==> src/rtl/pc_fetch.sv <==
// Instruction-fetch front end: owns the fetch PC, runs a single-outstanding
// request/grant/response handshake to imem, and hands words to decode.
module pc_fetch #(
  parameter logic [31:0] RESET_PC = 32'h0000_3000
) (
  input  logic        clk,
  input  logic        reset_n,
  input  logic [31:0] next_PC,
  input  logic        redirect,
  output logic        imem_req,
  output logic [31:0] imem_addr,
  input  logic        imem_gnt,
  input  logic        imem_rvalid,
  input  logic [31:0] imem_rdata,
  output logic [31:0] instr,
  output logic [31:0] instr_PC,
  output logic        instr_valid,
  input  logic        instr_ready
);

  localparam logic [1:0] IDLE = 2'd0;
  localparam logic [1:0] REQ  = 2'd1;
  localparam logic [1:0] WAIT = 2'd2;
  localparam logic [1:0] FULL = 2'd3;

  logic [1:0]  state_q, state_d;
  logic [31:0] fetch_pc_q, fetch_pc_d;
  logic        drop_q, drop_d;
  logic [31:0] instr_q, instr_d;
  logic [31:0] instr_pc_q, instr_pc_d;
  logic        instr_valid_q, instr_valid_d;
  logic [31:0] target;

  assign target = {next_PC[31:2], 2'b00};

  always_comb begin
    state_d       = state_q;
    fetch_pc_d    = fetch_pc_q;
    drop_d        = drop_q;
    instr_d       = instr_q;
    instr_pc_d    = instr_pc_q;
    instr_valid_d = instr_valid_q;
    if (redirect) begin
      // Redirect wins; an in-flight request must still retire, so its
      // response is marked for discard rather than abandoned.
      fetch_pc_d    = target;
      instr_valid_d = 1'b0;
      case (state_q)
        REQ:     if (imem_gnt) begin
                   state_d = WAIT;
                   drop_d  = 1'b1;
                 end
        WAIT:    if (imem_rvalid) begin
                   state_d = REQ;
                   drop_d  = 1'b0;
                 end else begin
                   drop_d  = 1'b1;
                 end
        default: state_d = REQ;
      endcase
    end else begin
      case (state_q)
        IDLE: state_d = REQ;
        REQ:  if (imem_gnt) state_d = WAIT;
        WAIT: if (imem_rvalid) begin
                if (drop_q) begin
                  drop_d  = 1'b0;
                  state_d = REQ;
                end else begin
                  instr_d       = imem_rdata;
                  instr_pc_d    = fetch_pc_q;
                  instr_valid_d = 1'b1;
                  fetch_pc_d    = fetch_pc_q + 32'd4;
                  state_d       = FULL;
                end
              end
        default: if (instr_valid_q && instr_ready) begin
                   instr_valid_d = 1'b0;
                   state_d       = REQ;
                 end
      endcase
    end
  end

  always_ff @(posedge clk or negedge reset_n) begin
    if (!reset_n) begin
      state_q       <= IDLE;
      fetch_pc_q    <= RESET_PC;
      drop_q        <= 1'b0;
      instr_q       <= 32'd0;
      instr_pc_q    <= 32'd0;
      instr_valid_q <= 1'b0;
    end else begin
      state_q       <= state_d;
      fetch_pc_q    <= fetch_pc_d;
      drop_q        <= drop_d;
      instr_q       <= instr_d;
      instr_pc_q    <= instr_pc_d;
      instr_valid_q <= instr_valid_d;
    end
  end

  assign imem_req    = (state_q == REQ);
  assign imem_addr   = fetch_pc_q;
  assign instr       = instr_q;
  assign instr_PC    = instr_pc_q;
  assign instr_valid = instr_valid_q;

endmodule

==> config.mk <==
export PLATFORM = sky130hd
export DESIGN_NAME = pc_fetch
export DESIGN_NICKNAME = d
export VERILOG_FILES = /design/src/rtl/pc_fetch.sv
export SDC_FILE = /design/constraint.sdc
export NUM_CORES = 1
export LEC_CHECK = 0
export ABC_AREA = 1
export CAP_MARGIN = 20
export CELL_PAD_IN_SITES_DETAIL_PLACEMENT = 1
export CELL_PAD_IN_SITES_GLOBAL_PLACEMENT = 1
export CORE_ASPECT_RATIO = 1.2
export CORE_MARGIN = 4
export CORE_UTILIZATION = 29
export DETAILED_ROUTE_END_ITERATION = 12
export GPL_TIMING_DRIVEN = 0
export PLACE_DENSITY_LB_ADDON = 0.1
export SLEW_MARGIN = 20
export SYNTH_ARGS = -nofsm -noshare
export SYNTH_HDL_FRONTEND = slang
export SYNTH_SLANG_ARGS = --single-unit
==> constraint.sdc <==
create_clock -name clk -period 1.5 [get_ports clk]
set_input_delay 0.3 -clock clk [delete_from_list [all_inputs] [get_ports clk]]
set_output_delay 0.3 -clock clk [all_outputs]
set_load 0.01 [all_outputs]
[Word-level counts from Yosys, hierarchy flattened]
Cells that the tools add are included.
Storage, ports and cells
  logic and storage cells: 53
  output and inout port bits: 98
  bits in registers: 100
  bits of input ports: 70
Cells by class
  bitwise gates (word level): 2
  multiplexer cells: 23
  equal/unequal tests: 8
  reduce and logical (&&, ||, !) cells: 13
  $add $sub $neg: 1
Operator list (count)
  $mux 32: 4
  $add 32x3->32 const B: 1
  $mux 2: 6
  $reduce_and 4->1: 3
  $mux 1: 9
  $ne 3x3->1 const B: 2
  $pmux 2 s3: 1
  $reduce_bool 2->1: 3
  $reduce_bool 5->1: 1
  $ne 2x2->1 const B: 2
  $pmux 1 s2: 2
  $pmux 2 s2: 1
  $ne 3x2->1 const B: 1
  $reduce_and 3->1: 1
  $reduce_bool 3->1: 1
  $eq 2x1->1 const B: 1
  $eq 2x2->1 const B: 1
  $logic_not 2->1: 1
  $ne 2x1->1 const B: 1
  $not 1->1: 2
  $reduce_and 2->1: 1
  $reduce_or 2->1: 1
  $logic_and 1x1->1: 1

[Longest topological paths before layout]
Gate-level depths: netlist of run 1.
  depth in word-level cells: 5
  gate-level depth with buffers: 11
  gate-level depth less buffers: 11

[Worst setup path before layout of run 1]
Ideal clock, no wire load.
  path type: register -> register
  start point: register state_q[0]
  end point: register fetch_pc_q[7] (netlist: imem_addr[7])
  setup time: 0.121 ns
  required time: 1.379 ns
  clock period less this slack: 1.538 ns
  cell stages (with the launch flop): 11
  path buffers: 1
  setup slack: -0.038 ns
  arrival: 1.418 ns
  path through: dfrtp_1 > inv_1 > ha_1 > nand2_2 > nor2_8 > inv_2 > nand2_4 > inv_2 > buf_6 > a22oi_1 > inv_1
On the way
  longest elaborated chain between the ends: 3
Ends and longest elaborated chain
  start, declared: line 26  | logic [1:0] state_q, state_d;
  start signal, assigned: line 94  | state_q <= state_d;
  $eq 2x2->1: line 62  | case (state_q)
  $reduce_bool 2->1 (no source line)
  $reduce_and 3->1 (no source line)
  end signal, assigned: line 95  | fetch_pc_q <= fetch_pc_d;
  end, declared: line 27  | logic [31:0] fetch_pc_q, fetch_pc_d;
No other way between the ends.
A chain may end at the register's enable or synchronous reset.

[Final worst setup path of run 1]
  start point: register state_q[0]
  end point: register fetch_pc_q[3] (netlist: imem_addr[3])
Same word-level chain as after synthesis.

==> impl_metrics.py, run 1 <==
metrics = {
    "clocking": {
        "clkLatencyLatePin_ns": 0.37,
        "htreeDepth": 3,
        "cts.sinks": 96,
        "cts_buffer_depth": 2,
        "cts_tree": "yes",
        "clk_pin_slew_ns": 0.08,
        "cts_buffers": 9,
        "clock_tree.root_cell": "clkbuf_16",
    },
    "cells_and_area": {
        "fin_area_sq_um": 8941,
        "nNetsFinal": 946,
        "drive_above_1_share_pct": 40.14,
        "fin_cells": 1090,
        "syn_to_final_growth_pct": 87.46,
    },
    "grt": {
        "grt_pass1_vias": 5741,
        "grt_max_degree": 58,
        "grt_use_total_pct": 22.76,
        "overflow": 0,
        "antenna_found_initial": 0,
        "grt_pass1_wl_mm": 32.77,
    },
    "timing": {
        "finalCriticalPeriod_ns": 1.723,
        "min_period_over_period_pct": 114.9,
        "fmax_mhz": 580.3,
        "hold_viol_final": 0,
        "fin_ws_ns": -0.2233,
        "setup_viol": 93,
        "report.final.slew_viol_count": 0,
        "whs_ns": 0.4191,
        "finClkSkew_ns": 0.01143,
        "rsz0062_at_grt": "yes",
    },
    "setup_path": {
        "arrival_ns": 1.99,
        "timing.critical_path.mode_cell": "buf_12",
        "ff2ff_setup_slack_ns": -0.22,
        "endpoint_kind": "register",
        "cp_slowest_cell": "dfrtp_1",
        "worstSetupStartpoint": "state_q[0]",
        "crit_path_max_fanout": 5,
        "cp_cell_sequence": "inv_2 > ha_4 > nand2_4 > nor2_8 > buf_12 > inv_8 > nand2_8 > buf_6 > buf_12 > nor2_4 > a31oi_1",
        "r2r-end": "imem_addr[3]",
        "endpoint": "imem_addr[3]",
        "r2r_start": "state_q[0]",
        "critical_path_class": "reg -> reg",
        "reg2regPathDepth": 11,
        "worstPathRequired_ns": 1.77,
        "cpPeakStageDelay_ns": 0.40,
        "crit_path_start_kind": "register",
    },
    "status": {
        "failed_checks": "negative setup slack",
        "status": "complete, but fails checks",
    },
    "run": {
        "max_cap_violations": 0,
    },
    "detailed_routing": {
        "firstDrtPassIters": 4,
        "wire_per_inst_um": 19.73,
        "wl_mm": 21.50,
        "postRouteAntennaNets": 0,
        "drt_iter0_markers": 255,
        "vias_per_cell": 4.815,
        "remaining_drc_errors": 0,
        "vias": 5248,
    },
    "pwr": {
        "switching_power_mw": 3.640,
        "p_leak_nw": 4.392,
        "power.density_nw_per_um2": 1156,
        "ir_drop_mv": 0.5117,
        "p_seq_share_pct": 37.9,
        "internal-power_mw": 6.700,
        "p_clk_share_pct": 25.4,
        "sw_frac_of_total_pct": 35.21,
        "p_comb_share_pct": 36.7,
    },
    "floorplan": {
        "die_x_um": 125.1,
        "die_y_um": 148.5,
        "io_pins": 168,
        "core_sq_um": 16210,
        "die_area_sq_um": 18570,
        "initial_core_util_pct": 29.43,
        "num_rows": 51,
    },
    "placement": {
        "portBuffers": 161,
        "dp.cells": 1005,
        "dp.final_hpwl_mm": 13.79,
        "globalplace.congestion": 0.8549,
        "dpl-instance-area_sq_um": 6704,
    },
    "synth": {
        "yosysUniqueCellTypes": 35,
        "ys_ff_latch": 96,
        "postSynthAreaPerCell_sq_um": 7.595,
        "yosysWarnings": 0,
        "syn_inst": 628,
        "netlist_area_sq_um": 4770,
        "ys_seq_area_share_pct": 50.42,
    },
    "hold_path": {
        "hp-class": "in -> async",
    },
}
-- cell usage in the layout (no fill, tap or decap), types with 20 or more instances in the layout --
cell type,n
nand2_2,75
o21ai_2,22
clkdlybuf4s50_1,66
dfrtp_1,76
inv_1,36
nor2_4,20
buf_4,42
nand2_4,44
nand2_1,137
nand3_1,26
dlygate4sd2_1,88
nor2_1,38
-- stage by stage --
| stage | utilization (%) | setup TNS (ns) | setup WS (ns) | power [mW] |
|---|---|---|---|---|
| 2_1_floorplan | - | 0 | 0.01725 | 5.015 |
| 3_3_place_gp | 41.18 | -404.16 | -3.774 | 6.869 |
| 3_5_place_dp | 41.36 | -46.61 | -0.6038 | 7.001 |
| 4_1_cts | 51.88 | -7.529 | -0.1969 | 9.718 |
| 5_1_grt | 55.15 | -14.98 | -0.2869 | 10.91 |
| 6_report | 55.16 | -10.44 | -0.2233 | 10.34 |
-- critical path, delay by kind of cell, from the launching register on --
family / cells / cell delay (ns)
AOI/OAI and AO/OA: 1 / 0.16
adders and majority gates: 1 / 0.14
buffers and inverters: 5 / 0.53
DFF: 1 / 0.40
and+or+nand+nor: 4 / 0.37
-- synthesized netlist by cell type, drive strengths merged --
cell    count  area, sq um
o221ai      3        26.28
xor2        2        17.52
dfrtp      94         2352
clkbuf      5        18.77
a22oi       1        7.510
o211ai      2        15.01
a211oi      1        7.510
o22ai       6        37.54
dfstp       2        52.55
ha          4        50.05
conb        1        3.750
o21a        2        15.01
a31oi       1        6.260
buf        21        133.9
nand4       7        43.79
nand2     258        985.9
nor3        4        20.02
nand3b      3        22.52
a21oi      12        60.06
o31ai       1        7.510
nand3      31        160.1
inv        47        176.4
o21ai      40        200.2
o21bai      2        15.01
nor2       78        334.1
-- cell families (layout without fill, tap and decap cells) --
logic type	after synthesis	after routing	share of synthesized area (%)
xor+xnor	2	2	0.3673
compound gates	71	71	8.342
fa+ha+maj	4	4	1.049
other cells	1	5	0.07862
buf+inv	73	319	6.899
flops	96	96	50.42
simple gates	381	381	32.84
-- what timing repair did --
action	4_1_cts	5_1_grt
buffers inserted	41	17
endpoints found under the setup margin	189	100
cloned	15	0
hold buffers	1	0
endpoints found under the hold margin	39	0
pin swaps	63	38
gates resized for setup	346	164
-- how the worst min path moves through the flow --
stage,startpoint,end,slack (ns),cells past startpoint
floorplan,reset_n,drop_q,0.004,0
global placement,instr[31],instr[31],0.46,2
detailed placement,reset_n,instr[24],0.24,1
CTS,reset_n,instr[24],0.44,2
global route,reset_n,instr[24],0.46,2
finish,reset_n,instr[24],0.42,2
-- power groups by stage --
| stage | sequential [mW] | combinational [mW] | clock [mW] |
|---|---|---|---|
| 2_1_floorplan | 4.01 | 1.01 | 0 |
| 3_3_place_gp | 3.77 | 3.10 | 0 |
| 3_5_place_dp | 3.80 | 3.20 | 0 |
| 4_1_cts | 3.78 | 3.27 | 2.67 |
| 5_1_grt | 4.00 | 4.10 | 2.80 |
| 6_report | 3.92 | 3.79 | 2.63 |
-- cell type report --
class / count / area [sq um]
diodes: 1 / 2.502
plain buffers: 25 / 340.3
clock buffers: 10 / 239.0
clock inverters: 6 / 90.09
fillers: 1890 / 7267
inverters: 47 / 209.0
multi-input cells: 462 / 2987
flip-flops and latches: 96 / 2427
well taps: 212 / 265.3
repair buffers: 231 / 2381
-- sequential cells by signal, summed over array words and instances, names as in the netlist --
name and cells:
drop_q 1, instr_valid 1, instr 32, state_q 2, imem_addr 30, instr_PC 30
-- layer usage --
layer | up-vias | wire length (um) | part of all wire (%) | GRT usage (%)
met1 | 2591 | 8960 | 42 | 27.13
met3 | 23 | 876 | 4.1 | 4.921
met5 | - | 0 | 0 | 0
met4 | 0 | 423 | 2.0 | 8.189
met2 | 145 | 11240 | 52 | 40.45
li1 | 2489 | - | - | -
(Power assumes the default switching activity.)
==> run 2, diff against run 1 <==
--- a/config.mk
+++ b/config.mk
@@ -14,7 +14,8 @@
 export CORE_UTILIZATION = 29
 export DETAILED_ROUTE_END_ITERATION = 12
 export GPL_TIMING_DRIVEN = 0
-export PLACE_DENSITY_LB_ADDON = 0.1
+export PLACE_DENSITY_LB_ADDON = 0.15
+export SKIP_CTS_REPAIR_TIMING = 1
 export SLEW_MARGIN = 20
 export SYNTH_ARGS = -nofsm -noshare
 export SYNTH_HDL_FRONTEND = slang
==> run 2 against run 1 <==
  * The run still ends with negative setup slack left
  * Sequential power shrank 2%
  * Critical path depth shrank 1
  * First-iteration DRC count grew 6.7%
  * Die area is the same
  * Clock skew shrank 0.0023 ns
  * Largest cell class is now non-clock buffers
==> impl_metrics.py, run 2 (synthesized netlist as in run 1, its figures left out) <==
metrics = {
    "grt": {
        "grt_pass1_wl_mm": 29.18,
        "grt_max_degree": 62,
        "grt_pass1_vias": 5237,
        "antenna_found_initial": 0,
        "overflow": 0,
        "grt_use_total_pct": 20.08,
    },
    "setup_path": {
        "critical_path_class": "reg -> reg",
        "crit_path_start_kind": "register",
        "reg2regPathDepth": 10,
        "crit_path_max_fanout": 7,
        "endpoint_kind": "register",
        "r2r_start": "state_q[0]",
        "endpoint": "instr[14]",
        "worstPathRequired_ns": 1.74,
        "r2r-end": "instr[14]",
        "arrival_ns": 1.97,
        "worstSetupStartpoint": "state_q[0]",
        "ff2ff_setup_slack_ns": -0.23,
    },
    "floorplan": {
        "die_y_um": 148.5,
        "io_pins": 168,
        "die_x_um": 125.1,
        "num_rows": 51,
        "die_area_sq_um": 18570,
        "initial_core_util_pct": 29.43,
        "core_sq_um": 16210,
    },
    "clocking": {
        "cts_tree": "yes",
        "cts_buffers": 9,
        "cts.sinks": 96,
        "cts_buffer_depth": 2,
        "clock_tree.root_cell": "clkbuf_16",
        "clk_pin_slew_ns": 0.07,
        "htreeDepth": 3,
        "clkLatencyLatePin_ns": 0.36,
    },
    "pwr": {
        "ir_drop_mv": 0.6669,
        "p_comb_share_pct": 37.1,
        "power.density_nw_per_um2": 1127,
        "p_clk_share_pct": 24.9,
        "internal-power_mw": 6.759,
        "p_leak_nw": 5.405,
        "finalPower_mw": 10.13,
        "sw_frac_of_total_pct": 33.26,
        "p_seq_share_pct": 38.0,
        "switching_power_mw": 3.369,
    },
    "timing": {
        "slew_headroom_pct": 40.97,
        "rsz0062_at_grt": "yes",
        "finalCriticalPeriod_ns": 1.726,
        "setup_viol": 93,
        "min_period_over_period_pct": 115.0,
        "report.final.slew_viol_count": 0,
        "fmax_mhz": 579.5,
        "fin_ws_ns": -0.2255,
        "worst_pin_slew_ns": 0.8854,
        "finClkSkew_ns": 0.009082,
        "hold_viol_final": 0,
        "tns_ns": -13.11,
    },
    "cells_and_area": {
        "multi_input_area_sq_um": 2796,
        "fillers": 1810,
        "layout.cells.most_common": "nand2_1",
        "regArea_sq_um": 2432,
        "final_util_pct": 55.46,
        "syn_to_final_growth_pct": 88.46,
        "nNetsFinal": 937,
        "final_cell_mix": "nand2_1, dlymetal6s2s_1, dfrtp_1, clkdlybuf4s50_1, nand2_2",
        "diodes": 0,
        "largest_reg_flops": 32,
        "drive_above_1_share_pct": 34.53,
    },
    "detailed_routing": {
        "remaining_drc_errors": 0,
        "vias": 5230,
        "wl_mm": 20.92,
        "vias_per_cell": 4.852,
        "firstDrtPassIters": 6,
        "wire_per_inst_um": 19.41,
        "drt_iter0_markers": 272,
        "postRouteAntennaNets": 0,
    },
    "hold_path": {
        "hp-class": "in -> async",
    },
    "placement": {
        "portBuffers": 161,
        "globalplace.congestion": 0.8458,
        "dp.final_hpwl_mm": 13.81,
    },
    "run": {
        "max_cap_violations": 0,
    },
    "status": {
        "failed_checks": "negative setup slack",
        "status": "complete, but fails checks",
    },
}
## run 2: changes by cell type in the layout (fill, tap and decap cells not counted), sizes merged
cell | before | now
buf | 96 | 70
dlymetal6s2s | 0 | 94
diode | 1 | 0
clkbuf | 13 | 28
inv | 48 | 47
clkinv | 2 | 0
clkdlybuf4s15 | 2 | 0
clkdlybuf4s50 | 66 | 65
dlygate4sd2 | 88 | 0
## run 2: metal layers
layer  share of wire [%]  GRT usage (%)  up-vias  wire (um)
met5                   0              0        -          0
met3                 4.7          4.203       31        979
li1                    -              -     2458          -
met4                 2.8          7.375        0        596
met2                  51          34.74      155      10630
met1                  42          24.78     2586       8717
## run 2: area by class of cell
type | count | area share (%)
buffer | 26 | 3.814
clock inverter | 3 | 0.7517
timing repair buffer | 221 | 29.32
inverter | 47 | 2.297
tap | 212 | 2.951
multi-input combinational | 462 | 31.11
clock buffer | 11 | 2.700
sequential | 96 | 27.06
## run 2: per-stage QoR
| step | area, sq um | hold slack, ns | setup slack, ns | cells |
|---|---|---|---|---|
| after CTS | 7014 | -0.1499 | -0.5245 | 1019 |
| after floorplan | 4798 | 0.004409 | 0.01725 | 631 |
| final | 8989 | 0.4206 | -0.2255 | 1078 |
| after global placement | 6675 | 0.4617 | -3.685 | 1004 |
| after detailed placement | 6704 | 0.2355 | -0.6384 | 1005 |
| after global routing | 8989 | 0.4426 | -0.3136 | 1078 |
## run 2: power groups by stage
| stage | registers [mW] | clock network, mW | logic (mW) |
|---|---|---|---|
| after CTS | 3.76 | 2.58 | 3.21 |
| after detailed placement | 3.80 | 0 | 3.19 |
| after global routing | 3.94 | 2.70 | 4.09 |
| after global placement | 3.76 | 0 | 3.10 |
| after floorplan | 4.01 | 0 | 1.01 |
| final | 3.85 | 2.52 | 3.76 |
## run 2: worst min path at each step
stage,from,endpoint,depth (start not counted),slack [ns]
floorplan,reset_n,drop_q,0,0.004
global placement,instr_PC[4],instr_PC[4],2,0.46
detailed placement,reset_n,instr[24],1,0.24
CTS,reset_n,instr[24],1,-0.15
global route,reset_n,instr[24],2,0.44
finish,reset_n,instr[24],2,0.42
## run 2: critical path: stages (launching register included)
cell,delay (ns)
dfrtp_1,0.39
inv_2,0.10
ha_4,0.17
nand2_4,0.07
nor2_8,0.18
nand2_8,0.13
buf_6,0.15
clkbuf_16,0.16
buf_12,0.15
nand2_4,0.05
nand2_2,0.05
